$ cat src/rtl/coin_key_filter_if.sv
// ============================================================================
//  Module      : coin_key_filter_if
//  Description : Key-in / coin-pulse-out bundle between the raw push-buttons
//                and the coin key filter. The master side owns the buttons
//                and consumes the coin pulses; the slave side is the filter.
//  Revision    : 1.0  initial release
// ============================================================================
`default_nettype none

interface coin_key_filter_if;
    // Raw active-low push-buttons, asynchronous to sys_clk and free to bounce.
    logic key_one;
    logic key_half;
    // Clean single-cycle coin pulses, never both high in the same cycle.
    logic po_money_one;
    logic po_money_half;

    modport master (
        output key_one,
        output key_half,
        input  po_money_one,
        input  po_money_half
    );

    modport slave (
        input  key_one,
        input  key_half,
        output po_money_one,
        output po_money_half
    );
endinterface

`default_nettype wire

$ cat src/rtl/coin_key_filter.sv
// ============================================================================
//  Module      : coin_key_filter
//  Description : Synchronises and debounces the 1 yuan and 0.5 yuan coin keys
//                and emits one clean pulse per confirmed press. A 1 yuan pulse
//                wins a same-cycle tie; the 0.5 yuan pulse is then held in a
//                one-deep store and issued on the following cycle.
//  Revision    : 1.0  initial release
// ============================================================================
`default_nettype none

module coin_key_filter #(
    parameter int unsigned CNT_W   = 20,
    parameter int unsigned CNT_MAX = 999_999
) (
    input  wire logic          sys_clk,
    input  wire logic          sys_rst,
    coin_key_filter_if.slave   bus
);

    // Debounce FSM encoding, shared by both key instances.
    localparam logic [1:0] ST_IDLE         = 2'd0;
    localparam logic [1:0] ST_PRESS_WAIT   = 2'd1;
    localparam logic [1:0] ST_HELD         = 2'd2;
    localparam logic [1:0] ST_RELEASE_WAIT = 2'd3;

    localparam logic [CNT_W-1:0] CNT_TOP  = CNT_W'(CNT_MAX);
    localparam logic [CNT_W-1:0] CNT_ZERO = '0;
    localparam logic [CNT_W-1:0] CNT_ONE  = CNT_W'(1);

    localparam int KEY_ONE  = 0;
    localparam int KEY_HALF = 1;

    // Index 0 is the 1 yuan key, index 1 the 0.5 yuan key.
    logic [1:0] key_raw;
    logic [1:0] confirm;

    assign key_raw = {bus.key_half, bus.key_one};

    // ------------------------------------------------------------------------
    // One synchroniser plus debounce FSM per key. The FSM only ever looks at
    // the second synchroniser stage, so a bouncing or metastable raw input
    // cannot reach the counter logic directly.
    // ------------------------------------------------------------------------
    for (genvar i = 0; i < 2; i++) begin : g_key
        logic             k_s1;
        logic             k_s2;
        logic [1:0]       state;
        logic [1:0]       state_next;
        logic [CNT_W-1:0] cnt;
        logic [CNT_W-1:0] cnt_next;
        logic             cnt_done;
        logic             confirm_k;

        assign cnt_done = (cnt == CNT_TOP);

        // Two-flop synchroniser; resets to the released (high) level.
        always_ff @(posedge sys_clk) begin
            if (sys_rst) begin
                k_s1 <= 1'b1;
                k_s2 <= 1'b1;
            end else begin
                k_s1 <= key_raw[i];
                k_s2 <= k_s1;
            end
        end

        // State register: FSM state and its debounce counter.
        always_ff @(posedge sys_clk) begin
            if (sys_rst) begin
                state <= ST_IDLE;
                cnt   <= CNT_ZERO;
            end else begin
                state <= state_next;
                cnt   <= cnt_next;
            end
        end

        // Next-state logic: any level change inside a wait window restarts
        // from the previous stable state with a cleared counter.
        always_comb begin
            state_next = state;
            cnt_next   = cnt;
            case (state)
                ST_IDLE: begin
                    if (!k_s2) begin
                        state_next = ST_PRESS_WAIT;
                        cnt_next   = CNT_ZERO;
                    end
                end
                ST_PRESS_WAIT: begin
                    if (k_s2) begin
                        state_next = ST_IDLE;
                        cnt_next   = CNT_ZERO;
                    end else if (cnt_done) begin
                        state_next = ST_HELD;
                        cnt_next   = CNT_ZERO;
                    end else begin
                        cnt_next   = cnt + CNT_ONE;
                    end
                end
                ST_HELD: begin
                    if (k_s2) begin
                        state_next = ST_RELEASE_WAIT;
                        cnt_next   = CNT_ZERO;
                    end
                end
                ST_RELEASE_WAIT: begin
                    if (!k_s2) begin
                        state_next = ST_HELD;
                        cnt_next   = CNT_ZERO;
                    end else if (cnt_done) begin
                        state_next = ST_IDLE;
                        cnt_next   = CNT_ZERO;
                    end else begin
                        cnt_next   = cnt + CNT_ONE;
                    end
                end
                default: begin
                    state_next = ST_IDLE;
                    cnt_next   = CNT_ZERO;
                end
            endcase
        end

        // Output logic: the confirm strobe fires on the single cycle that the
        // press window completes, i.e. on the PRESS_WAIT -> HELD transition.
        always_comb begin
            confirm_k = 1'b0;
            if (state == ST_PRESS_WAIT && !k_s2 && cnt_done) begin
                confirm_k = 1'b1;
            end
        end

        assign confirm[i] = confirm_k;
    end

    // ------------------------------------------------------------------------
    // Output arbitration. A 1 yuan confirm always issues immediately; a
    // 0.5 yuan confirm that collides with it is parked in half_pend and goes
    // out on the next cycle. Two half confirms cannot arrive within one
    // debounce window, so a single pending bit never overflows.
    // ------------------------------------------------------------------------
    logic pulse_one;
    logic pulse_half;
    logic half_pend;

    // Registered coin pulses with 1 yuan priority and a one-deep half store.
    always_ff @(posedge sys_clk) begin
        if (sys_rst) begin
            pulse_one  <= 1'b0;
            pulse_half <= 1'b0;
            half_pend  <= 1'b0;
        end else begin
            pulse_one  <= confirm[KEY_ONE];
            pulse_half <= 1'b0;
            if (confirm[KEY_ONE]) begin
                if (confirm[KEY_HALF]) begin
                    half_pend <= 1'b1;
                end
            end else if (confirm[KEY_HALF] || half_pend) begin
                pulse_half <= 1'b1;
                half_pend  <= 1'b0;
            end
        end
    end

    assign bus.po_money_one  = pulse_one;
    assign bus.po_money_half = pulse_half;

endmodule

`default_nettype wire

$ cat src/flat_wrapper.sv
// flat-port wrapper written by rule: the top's interface ports become plain ports
module coin_key_filter_flat 
#(
    parameter int unsigned CNT_W   = 20,
    parameter int unsigned CNT_MAX = 999_999
)
  (sys_clk, sys_rst, bus_key_one, bus_key_half, bus_po_money_one, bus_po_money_half);
  coin_key_filter_if bus_i ();
  input  wire logic sys_clk;
  input  wire logic sys_rst;
  input wire logic [$bits(bus_i.key_one)-1:0] bus_key_one;
  input wire logic [$bits(bus_i.key_half)-1:0] bus_key_half;
  output wire logic [$bits(bus_i.po_money_one)-1:0] bus_po_money_one;
  output wire logic [$bits(bus_i.po_money_half)-1:0] bus_po_money_half;
  assign bus_i.key_one = bus_key_one;
  assign bus_i.key_half = bus_key_half;
  assign bus_po_money_one = bus_i.po_money_one;
  assign bus_po_money_half = bus_i.po_money_half;
  coin_key_filter #(.CNT_W(CNT_W), .CNT_MAX(CNT_MAX)) u_core (.sys_clk(sys_clk), .sys_rst(sys_rst), .bus(bus_i));
endmodule
$ cat config.mk
export PLATFORM = sky130hd
export DESIGN_NAME = coin_key_filter_flat
export DESIGN_NICKNAME = d
export VERILOG_FILES = /design/src/rtl/coin_key_filter_if.sv /design/src/rtl/coin_key_filter.sv /design/src/flat_wrapper.sv
export SDC_FILE = /design/constraint.sdc
export NUM_CORES = 1
export LEC_CHECK = 0
export CAP_MARGIN = 20
export CORE_ASPECT_RATIO = 0.6
export CORE_MARGIN = 8
export CORE_UTILIZATION = 60
export CTS_CLUSTER_DIAMETER = 150
export DETAILED_ROUTE_END_ITERATION = 16
export PLACE_DENSITY_LB_ADDON = 0.1
export RECOVER_POWER = 50
export SYNTH_ARGS = -nofsm -noshare
export SYNTH_HDL_FRONTEND = slang
export SYNTH_SLANG_ARGS = --single-unit
$ cat constraint.sdc
create_clock -name sys_clk -period 2.5 [get_ports sys_clk]
set_input_delay 0.25 -clock sys_clk [delete_from_list [all_inputs] [get_ports sys_clk]]
set_output_delay 0.25 -clock sys_clk [all_outputs]
set_load 0.1 [all_outputs]
==> results of run 1 <==
where the power goes:
part	switching [mW]	leakage (nW)	internal [mW]
Sequential	0.00709	0.412	0.817
Clock	0.269	0.0470	0.218
Combinational	0.0375	0.386	0.0199
Total	0.313	0.844	1.06
sequential cells by signal, summed over array words and instances, names as in the netlist, named ones only:
signal                    cells
u_core.bus.po_money_half      1
u_core.bus.po_money_one       1
u_core.g_key.cnt             40
u_core.g_key.k_s1             2
u_core.g_key.k_s2             2
u_core.g_key.state            2
u_core.half_pend              1
cell families after synthesis:
group | count (synthesis)
xor+xnor | 16
compound gates | 61
mux | 4
fa+ha+maj | 3
simple gates | 138
flops | 51
buf+inv | 19
worst reg2reg max path: stages, from the launching register on:
cell	delay [ns]
dfxtp_1	0.39
ha_1	0.28
nand2_1	0.15
nor4_4	0.08
a211oi_1	0.49
clkbuf_2	0.29
or2b_1	0.24
a31oi_1	0.18
per-stage QoR:
stage          power (mW)  hold WS (ns)
2_1_floorplan       0.882         0.354
5_1_grt              1.43         0.463
4_1_cts              1.38         0.432
6_report             1.37         0.431
3_5_place_dp        0.902         0.399
3_3_place_gp        0.901         0.390
worst max-delay path by stage:
stage | start | end | slack [ns] | depth (start not counted)
finish | sys_rst | u_core.g_key[0].cnt[7] | 0.33 | 6
global route | sys_rst | u_core.g_key[0].cnt[7] | 0.15 | 6
CTS | u_core.g_key[1].cnt[1] | u_core.g_key[1].cnt[4] | 0.11 | 6
detailed placement | u_core.g_key[1].cnt[1] | u_core.g_key[1].cnt[4] | 0.1 | 6
global placement | u_core.g_key[1].cnt[1] | u_core.g_key[1].cnt[19] | 0.26 | 6
floorplan | u_core.g_key[0].cnt[6] | u_core.g_key[0].cnt[7] | 0.73 | 6
layer usage:
metal	vias up	track usage (%)	part of all wire, %
li1	1088	-	-
met1	1003	29.1	54
met2	77	21.5	37
met3	2	6.20	8.4
met4	0	3.37	0.16
met5	-	0	0
Yosys cell counts, types with 4 or more instances:
cell type / n / share of area, %
nor3_1: 17 / 3.4
inv_1: 6 / 0.89
nor2_1: 23 / 3.4
nor4_1: 5 / 1.2
mux2i_1: 4 / 1.6
a31oi_1: 16 / 4.0
clkbuf_1: 8 / 1.2
and4_1: 4 / 1.4
a22o_1: 6 / 2.1
or2_2: 4 / 0.99
nand3_1: 18 / 3.6
nand4_1: 10 / 2.5
o21ai_0: 6 / 1.2
dfxtp_1: 51 / 40
xnor2_1: 16 / 5.5
nand2b_1: 4 / 0.99
nand2_1: 24 / 3.6
a21oi_1: 20 / 4.0
cell type report:
type | count | area, µm²
Multi-Input combinational cell | 222 | 1410
Fill cell | 348 | 1390
Sequential cell | 51 | 1020
Clock buffer | 6 | 82.6
Tap cell | 60 | 75.1
Timing Repair Buffer | 11 | 72.6
Inverter | 6 | 22.5
Clock inverter | 1 | 5.00
==> metrics, run 1 <==
status=finished, final reports clean; Post-DP Area=roughly 2600 µm²; Cell Area, Synth=roughly 2500 µm²; Total GRT Usage=a little under a fifth; Slew Viols, Final=0; die height=66.3 µm; Tmin final=2.17 ns; worst-path cell chain=dlygate4sd3_1, clkbuf_1, nor3_1, clkbuf_1, a21o_1, a22o_1; Slew HR=21.9%; power per cell area=510 nW/µm²; min-delay src=u_core.g_key[0].k_s1; Synth Flop Type=dfxtp_1; Fin Clk Skew=0.00934 ns; largest net degree at the start of global routing=30; wire length per cell=approximately 16 µm; I/O Pins=6; Final WS setup=0.327 ns; dpl hpwl=between 4000 and 5000 µm; first-pass GRT wire length=a little under 10000 µm; post-synthesis async set-or-reset flop share=0%; Post-Synth Adder-Cell Area=1.48%; Vias per Instance=6.08; Die ar.=6620 µm²; initial drt markers=between 150 and 200; compound-gate portion of the synthesized area=between 10% and 20%; worst reg2reg endpoint=u_core.g_key[1].cnt[4]; Sink Count=~50; dpl cells=around 350; Core Area=approximately 4100 µm²; Peak Freq=between 0.4 and 0.5 GHz; Final Util=between 60% and 70%; EDFF count, synth=0; Die X-Extent=between 90 and 100 µm; Final Cycle Share=86.9%; hold buffers post-CTS=0; most frequent cells in the layout=dfxtp_1, nand2_1, nor2_1; Post-Synth Simple-Gate Area=about a third; Area growth syn-to-layout=6.13%; Synth Area per Inst=between 8 and 9 µm²; Crit Path Max Fanout=24; Vias=about 2200; Final TNS setup=0 ns; Post-DRT Antenna Nets=0; Synth cell types=44; Clock Latency Late Sink=~0.30 ns; Synth Register Bits=51; reg2reg start=u_core.g_key[1].cnt[1]; leakage power total=0.844 nW; number of antenna violations at the first check in global routing=0; TritonCTS buffer count=5; startpoint types=input port; arrival time at the worst endpoint=approximately 2.4 ns; Worst R2R Setup Slack=between 0.3 and 0.4 ns; Layout Nets=a little over 300; vias in the first global route=around 1900; worst vdd ir=around 420 µV; dpl ws=around 0.1 ns; PortBufs=5; Synth Instances=just under 300; Final Instance Area=2690 µm²; largest family of logic cells by synthesized area=simple AND/OR/NAND/NOR gates; Syn Nets=roughly 300; synth warn=0; Clock Tree Root=clkbuf_8; Critical path buffers and inverters=3; RSZ-0062 raised after global routing=no; initial core utilization=between 60% and 70%; Reg clk slew, reported paths=about 0.090 ns; critical path's most frequent cell=clkbuf_1; post_cts resized=0; grt total ovfl=0; Post-Route WL=5610 µm; critical path required time=about 2.7 ns; DRT Pass-1 Iters=5; HP Class=flip-flop to flip-flop; CTS tree=yes; Setup violations, final=0; critical path's top delay family=buffers and inverters; Post-CTS Setup Bufs=0; most common cell after layout, fill and taps aside=dfxtp_1; htree depth=2; DRC viols=0; CP endpoint kind=flip-flop; Final Non-Filler Cells=357; WS Path Type=input port to flip-flop; Tightest Pin Transition=around 1.2 ns; mux contribution to synthesized area=roughly 1.6%; layout cells sized above 1=about 8.1%; Inserted Diodes=0; reg2reg path depth=7; delay of the slowest critical-path stage=between 0.7 and 0.8 ns; XOR/XNOR Fraction of Synth Area=5.54%; Fin. Hold Viols=0; register area share after synthesis=40.4%; Max Root-Sink Buffers=2; Hold Crit Depth=1; slowest stage cell, crit path=clkbuf_1; GPL Wtd Cong=around 0.88; max cap viols=0; hold endpoint=u_core.g_key[0].k_s2; site row count=18
No activity file was read; power rests on OpenSTA's default activity.
==> inputs of run 2 (changes only) <==
- CORE_UTILIZATION: 60 -> 61
==> run 2 against run 1 <==
Clock skew decreased by 0.0024 ns. Final cell count decreased by 2.5%. Sequential share of layout area did not move. Flip-flop and latch count stayed put. Critical path depth unchanged. Critical path type unchanged. Highest routed layer unchanged.
==> metrics, run 2 (synthesis gave the netlist of run 1 again) <==
status=finished, final reports clean (unchanged); Post-DRT Antenna Nets=0 (unchanged); die height=65.9 µm (was 66.3 µm); critical path required time=2.70 ns (about the same); Psw=301 µW (was 313 µW); Clock Tree Root=clkbuf_8 (unchanged); I/O Pins=6 (unchanged); Vias per Instance=6.26 (was 6.08); met3 wire len=471 µm (was 473 µm); Setup violations, final=0 (unchanged); Reg clk slew, reported paths=0.09 ns (about the same); max cap viols=0 (unchanged); leakage power total=0.850 nW (was 0.844 nW); power share of the sequential group=59.2% (was 60.3%); hold buffers post-CTS=0 (unchanged); TritonCTS buffer count=5 (unchanged); HP Class=flip-flop to flip-flop (unchanged); power per cell area=518 nW/µm² (was 510 nW/µm²); Final Cycle Share=87.1% (was 86.9%); PortBufs=5 (unchanged); max reg flops=40 (unchanged); Reg with most FFs=u_core.g_key.cnt (unchanged); logic gate share of total power=4.1% (was 4.2%); CP endpoint kind=flip-flop (unchanged); Slew Viols, Final=0 (unchanged); Internal Pwr Total=1.09 mW (was 1.06 mW); Clock Latency Late Sink=0.30 ns (about the same); Final TNS setup=0 ns (unchanged); Post-CTS Setup Bufs=0 (unchanged); slowest stage cell, crit path=clkbuf_1 (unchanged); Area growth syn-to-layout=6.13% (unchanged); GPL Wtd Cong=0.845 (was 0.881); Tightest Pin Transition=1.17 ns (was 1.18 ns); Critical path buffers and inverters=3 (unchanged); Crit Path Max Fanout=24 (unchanged); Peak Freq=0.459 GHz (was 0.460 GHz); delay of the slowest critical-path stage=0.74 ns (was 0.73 ns); Sequential Area=1020 µm² (unchanged); fillcell total=340 (was 348); Sink Count=51 (unchanged); Inserted Diodes=0 (unchanged); dpl ws=0.184 ns (was 0.0985 ns); Total GRT Usage=17.1% (was 18.2%); Highest Signal Layer=met4 (unchanged); initial drt markers=199 (was 178); dpl hpwl=3960 µm (was 4040 µm); arrival time at the worst endpoint=2.38 ns (was 2.37 ns); htree depth=2 (unchanged); most frequent cells in the layout=dfxtp_1, nand2_1, nor2_1 (unchanged); critical path's most frequent cell=clkbuf_1 (unchanged); WS Path Type=input port to flip-flop (unchanged); vias in the first global route=1812 (was 1910); post_cts resized=0 (unchanged); area occupied by multi-input gates=1410 µm² (unchanged); DRC viols=0 (unchanged); Clock power frac=36.7% (was 35.6%); M1 WL=2930 µm (was 3050 µm); Core Area=4050 µm² (was 4080 µm²); startpoint types=input port (unchanged); Worst R2R Setup Slack=0.41 ns (was 0.33 ns); site row count=18 (unchanged); wire length per cell=15.4 µm (was 15.7 µm); initial core utilization=62.4% (was 62.1%); critical path's top delay family=buffers and inverters (unchanged); CTS tree=yes (unchanged); most common cell after layout, fill and taps aside=dfxtp_1 (unchanged); Die ar.=6530 µm² (was 6620 µm²); number of antenna violations at the first check in global routing=0 (unchanged); met2 WL post-DR=1930 µm (was 2080 µm); Final WS setup=0.322 ns (was 0.327 ns); RSZ-0062 raised after global routing=no (unchanged); worst vdd ir=282 µV (was 417 µV); Post-Route WL=5370 µm (was 5610 µm); layout cells sized above 1=8.05% (was 8.08%); Fin Clk Skew=0.00695 ns (was 0.00934 ns); Slew HR=22.2% (was 21.9%); Max Root-Sink Buffers=2 (unchanged); grt total ovfl=0 (unchanged); first-pass GRT wire length=9020 µm (was 9650 µm); Die X-Extent=99.1 µm (was 99.8 µm); largest net degree at the start of global routing=30 (unchanged); Layout Nets=304 (unchanged); Sw Share=21.6% (was 22.9%); Tmin final=2.18 ns (was 2.17 ns); worst-path cell chain=dlygate4sd3_1, clkbuf_1, nor3_1, clkbuf_1, a21o_1, a22o_1 (unchanged); Fin. Hold Viols=0 (unchanged); Vias=2178 (was 2170); DRT Pass-1 Iters=5 (unchanged)
## run 2: changes by cell type in the layout (fill, tap and decap cells not counted), sizes merged
cell    change
clkinv      -1
clkbuf      +1
buf         +1
## run 2: metrics by stage
step / area (µm²) / hold WS (ns) / power [mW] / std cells / util [%]
global route: 2690 / 0.449 / 1.45 / 348 / 66.2
CTS: 2710 / 0.433 / 1.40 / 347 / 66.8
detailed placement: 2610 / 0.394 / 0.902 / 339 / 64.3
global placement: 2610 / 0.393 / 0.901 / 339 / 64.3
floorplan: 2530 / 0.354 / 0.882 / 292 / -
finish: 2690 / 0.428 / 1.39 / 348 / 66.2
## run 2: worst paths after layout
| path | from | to | cells after the start |
|---|---|---|---|
| max reg2reg | u_core.g_key[1].cnt[1] | u_core.g_key[1].cnt[17] | 6 |
| max | sys_rst | u_core.g_key[0].cnt[11] | 6 |
| min reg2reg | u_core.g_key[1].k_s1 | u_core.g_key[1].k_s2 | 1 |
| min | u_core.g_key[1].k_s1 | u_core.g_key[1].k_s2 | 1 |
## run 2: routing by layer
layer  track usage (%)  vias to the layer above
met5                 0                        -
met4              3.93                        0
met3              5.04                        7
met2              21.5                       72
met1              26.7                     1011
li1                  -                     1088
## run 2: area by class of cell
| cell class | count | area share [%] |
|---|---|---|
| multi-input combinational | 222 | 52.4 |
| tap | 50 | 2.33 |
| timing repair buffer | 11 | 2.70 |
| sequential | 51 | 38.0 |
| inverter | 6 | 0.839 |
| clock buffer | 8 | 3.73 |
## run 2: worst reg2reg max path, cell delays in order, from the launching register on
cell	delay [ns]
dfxtp_1	0.47
ha_1	0.29
nand2_1	0.13
nor4_4	0.38
a21oi_1	0.30
o21bai_4	0.32
nor2_1	0.09
## run 2: power groups by stage
stage                     logic (mW)  clock network (mW)  registers (mW)
after CTS                     0.0596               0.522           0.824
after floorplan               0.0417                   0           0.840
after detailed placement      0.0593                   0           0.843
after global placement        0.0585                   0           0.843
after global routing          0.0630               0.566           0.825
final                         0.0572               0.510           0.824
==> inputs of run 3 (changes only) <==
- PLACE_DENSITY: not set -> 0.88
- PLACE_DENSITY_LB_ADDON: 0.1 -> not set
==> run 3 against run 2 <==
Clock skew is 0.0018 ns lower. Sequential share of layout area is 0.11 points higher. Non-clock buffer count unchanged. Die area is the same. Sequential power is essentially flat. Power is 0.77% higher. Highest routed layer unchanged.
==> metrics, run 3 (synthesis gave the netlist of run 1 again) <==
htree depth=2 (unchanged); post_cts resized=0 (unchanged); Psw=310 µW (was 301 µW); Tmin final=2.20 ns (was 2.18 ns); Critical path buffers and inverters=1 (was 3); Final TNS setup=0 ns (unchanged); grt total ovfl=0 (unchanged); Setup violations, final=0 (unchanged); DRT Pass-1 Iters=5 (unchanged); Clock Tree Root=clkbuf_8 (unchanged); Slew HR=22.1% (was 22.2%); power per cell area=524 nW/µm² (was 518 nW/µm²); Crit Path Max Fanout=29 (was 24); initial core utilization=62.4% (unchanged); Max Root-Sink Buffers=2 (unchanged); Vias=2198 (was 2178); RSZ-0062 raised after global routing=no (unchanged); Reg clk slew, reported paths=0.09 ns (about the same); fillcell total=321 (was 340); Tightest Pin Transition=1.17 ns (about the same); worst-path cell chain=or3b_2, nor4_1, a211oi_2, buf_4, a21o_1, a22o_1 (was dlygate4sd3_1, clkbuf_1, nor3_1, clkbuf_1, a21o_1, a22o_1); vias in the first global route=1844 (was 1812); dpl hpwl=3840 µm (was 3960 µm); logic gate share of total power=4.1% (about the same); status=finished, final reports clean (unchanged); Fin. Hold Viols=0 (unchanged); Final Util=66.0% (was 66.2%); CTS tree=yes (unchanged); Internal Pwr Total=1.09 mW (about the same); Vias per Instance=6.32 (was 6.26); number of antenna violations at the first check in global routing=0 (unchanged); Sink Count=51 (unchanged); Slew Viols, Final=0 (unchanged); DRC viols=0 (unchanged); Peak Freq=0.454 GHz (was 0.459 GHz); CP endpoint kind=flip-flop (unchanged); initial drt markers=231 (was 199); critical path's top delay family=simple AND/OR/NAND/NOR gates (was buffers and inverters); Post-DRT Antenna Nets=0 (unchanged); delay of the slowest critical-path stage=0.47 ns (was 0.74 ns); TritonCTS buffer count=5 (unchanged); first-pass GRT wire length=8960 µm (was 9020 µm); Reg with most FFs=u_core.g_key.cnt (unchanged); arrival time at the worst endpoint=2.41 ns (was 2.38 ns); wire length per cell=15.4 µm (about the same); I/O Pins=6 (unchanged); Fin Clk Skew=0.00512 ns (was 0.00695 ns); area occupied by multi-input gates=1400 µm² (was 1410 µm²); Post-CTS Setup Bufs=0 (unchanged); worst vdd ir=255 µV (was 282 µV); Post-Route WL=5360 µm (was 5370 µm); dpl cells=339 (unchanged); Core Area=4050 µm² (unchanged); die height=65.9 µm (unchanged); Area growth syn-to-layout=5.84% (was 6.13%); slowest stage cell, crit path=or3b_2 (was clkbuf_1); WS Path Type=flip-flop to flip-flop (was input port to flip-flop); Final Cycle Share=88.2% (was 87.1%); GPL Wtd Cong=0.869 (was 0.845); HP Class=flip-flop to flip-flop (unchanged); Sw Share=22.1% (was 21.6%); power share of the sequential group=58.8% (was 59.2%); Final Non-Filler Cells=348 (unchanged); Sequential Area=1020 µm² (unchanged); largest net degree at the start of global routing=30 (unchanged); Total GRT Usage=17.0% (was 17.1%); Die X-Extent=99.1 µm (unchanged); max reg flops=40 (unchanged); critical path required time=2.70 ns (about the same); hold buffers post-CTS=0 (unchanged); Clock Latency Late Sink=0.30 ns (about the same); Inserted Diodes=0 (unchanged); leakage power total=0.833 nW (was 0.850 nW); PortBufs=5 (unchanged); Clock power frac=37.1% (was 36.7%); layout cells sized above 1=8.05% (unchanged); max cap viols=0 (unchanged); startpoint types=flip-flop (was input port); site row count=18 (unchanged); most frequent cells in the layout=dfxtp_1, nand2_1, nor2_1 (unchanged); Die ar.=6530 µm² (unchanged); Layout Nets=304 (unchanged); most common cell after layout, fill and taps aside=dfxtp_1 (unchanged)
-- run 3: cell count changes in the layout (fill, tap and decap cells not counted) --
cell | before | now
nor4_1 | 6 | 7
a211oi_2 | 0 | 1
buf_4 | 3 | 4
a211oi_1 | 2 | 1
nor4_4 | 3 | 2
buf_2 | 1 | 0
-- run 3: path summary, 6_finish.rpt --
path | from | end | slack (ns) | depth (start not counted)
worst min register to register | u_core.g_key[1].k_s1 | u_core.g_key[1].k_s2 | 0.41 | 1
worst max register to register | u_core.g_key[0].cnt[14] | u_core.g_key[0].cnt[11] | 0.30 | 6
worst max-delay path | u_core.g_key[0].cnt[14] | u_core.g_key[0].cnt[11] | 0.30 | 6
worst min-delay path | u_core.g_key[1].k_s1 | u_core.g_key[1].k_s2 | 0.41 | 1
-- run 3: stage by stage --
stage / power (mW) / hold slack [ns] / worst slack (ns) / instance area (µm²)
2_1_floorplan: 0.882 / 0.354 / 0.728 / 2530
5_1_grt: 1.45 / 0.426 / 0.109 / 2680
3_5_place_dp: 0.901 / 0.395 / 0.235 / 2610
3_3_place_gp: 0.899 / 0.392 / 0.348 / 2610
6_report: 1.40 / 0.411 / 0.296 / 2680
4_1_cts: 1.41 / 0.418 / 0.217 / 2710
-- run 3: final cells by class --
class	count	area share, %
repair buffers	11	2.80
clock buffers	8	3.74
inverters	6	0.841
well taps	50	2.34
multi-input cells	222	52.1
flip-flops and latches	51	38.1
-- run 3: power by group through the flow --
stage	Combinational, mW	Sequential (mW)	Clock, mW
6_report	0.0579	0.824	0.520
2_1_floorplan	0.0417	0.840	0
3_5_place_dp	0.0577	0.843	0
5_1_grt	0.0632	0.825	0.563
4_1_cts	0.0581	0.824	0.523
3_3_place_gp	0.0565	0.843	0
-- run 3: per-layer routing --
| layer | up-vias | part of all wire (%) | track usage (%) |
|---|---|---|---|
| met3 | 6 | 9.3 | 6.09 |
| met2 | 86 | 39 | 22.4 |
| li1 | 1085 | - | - |
| met5 | - | 0 | 0 |
| met4 | 0 | 0.78 | 5.62 |
| met1 | 1021 | 51 | 24.4 |
-- run 3: worst register-to-register path, stage by stage (launching register included) --
cell and delay [ns]:
dfxtp_1 0.41, or3b_2 0.47, nor4_1 0.42, a211oi_2 0.13
buf_4 0.27, a21o_1 0.18, a22o_1 0.22
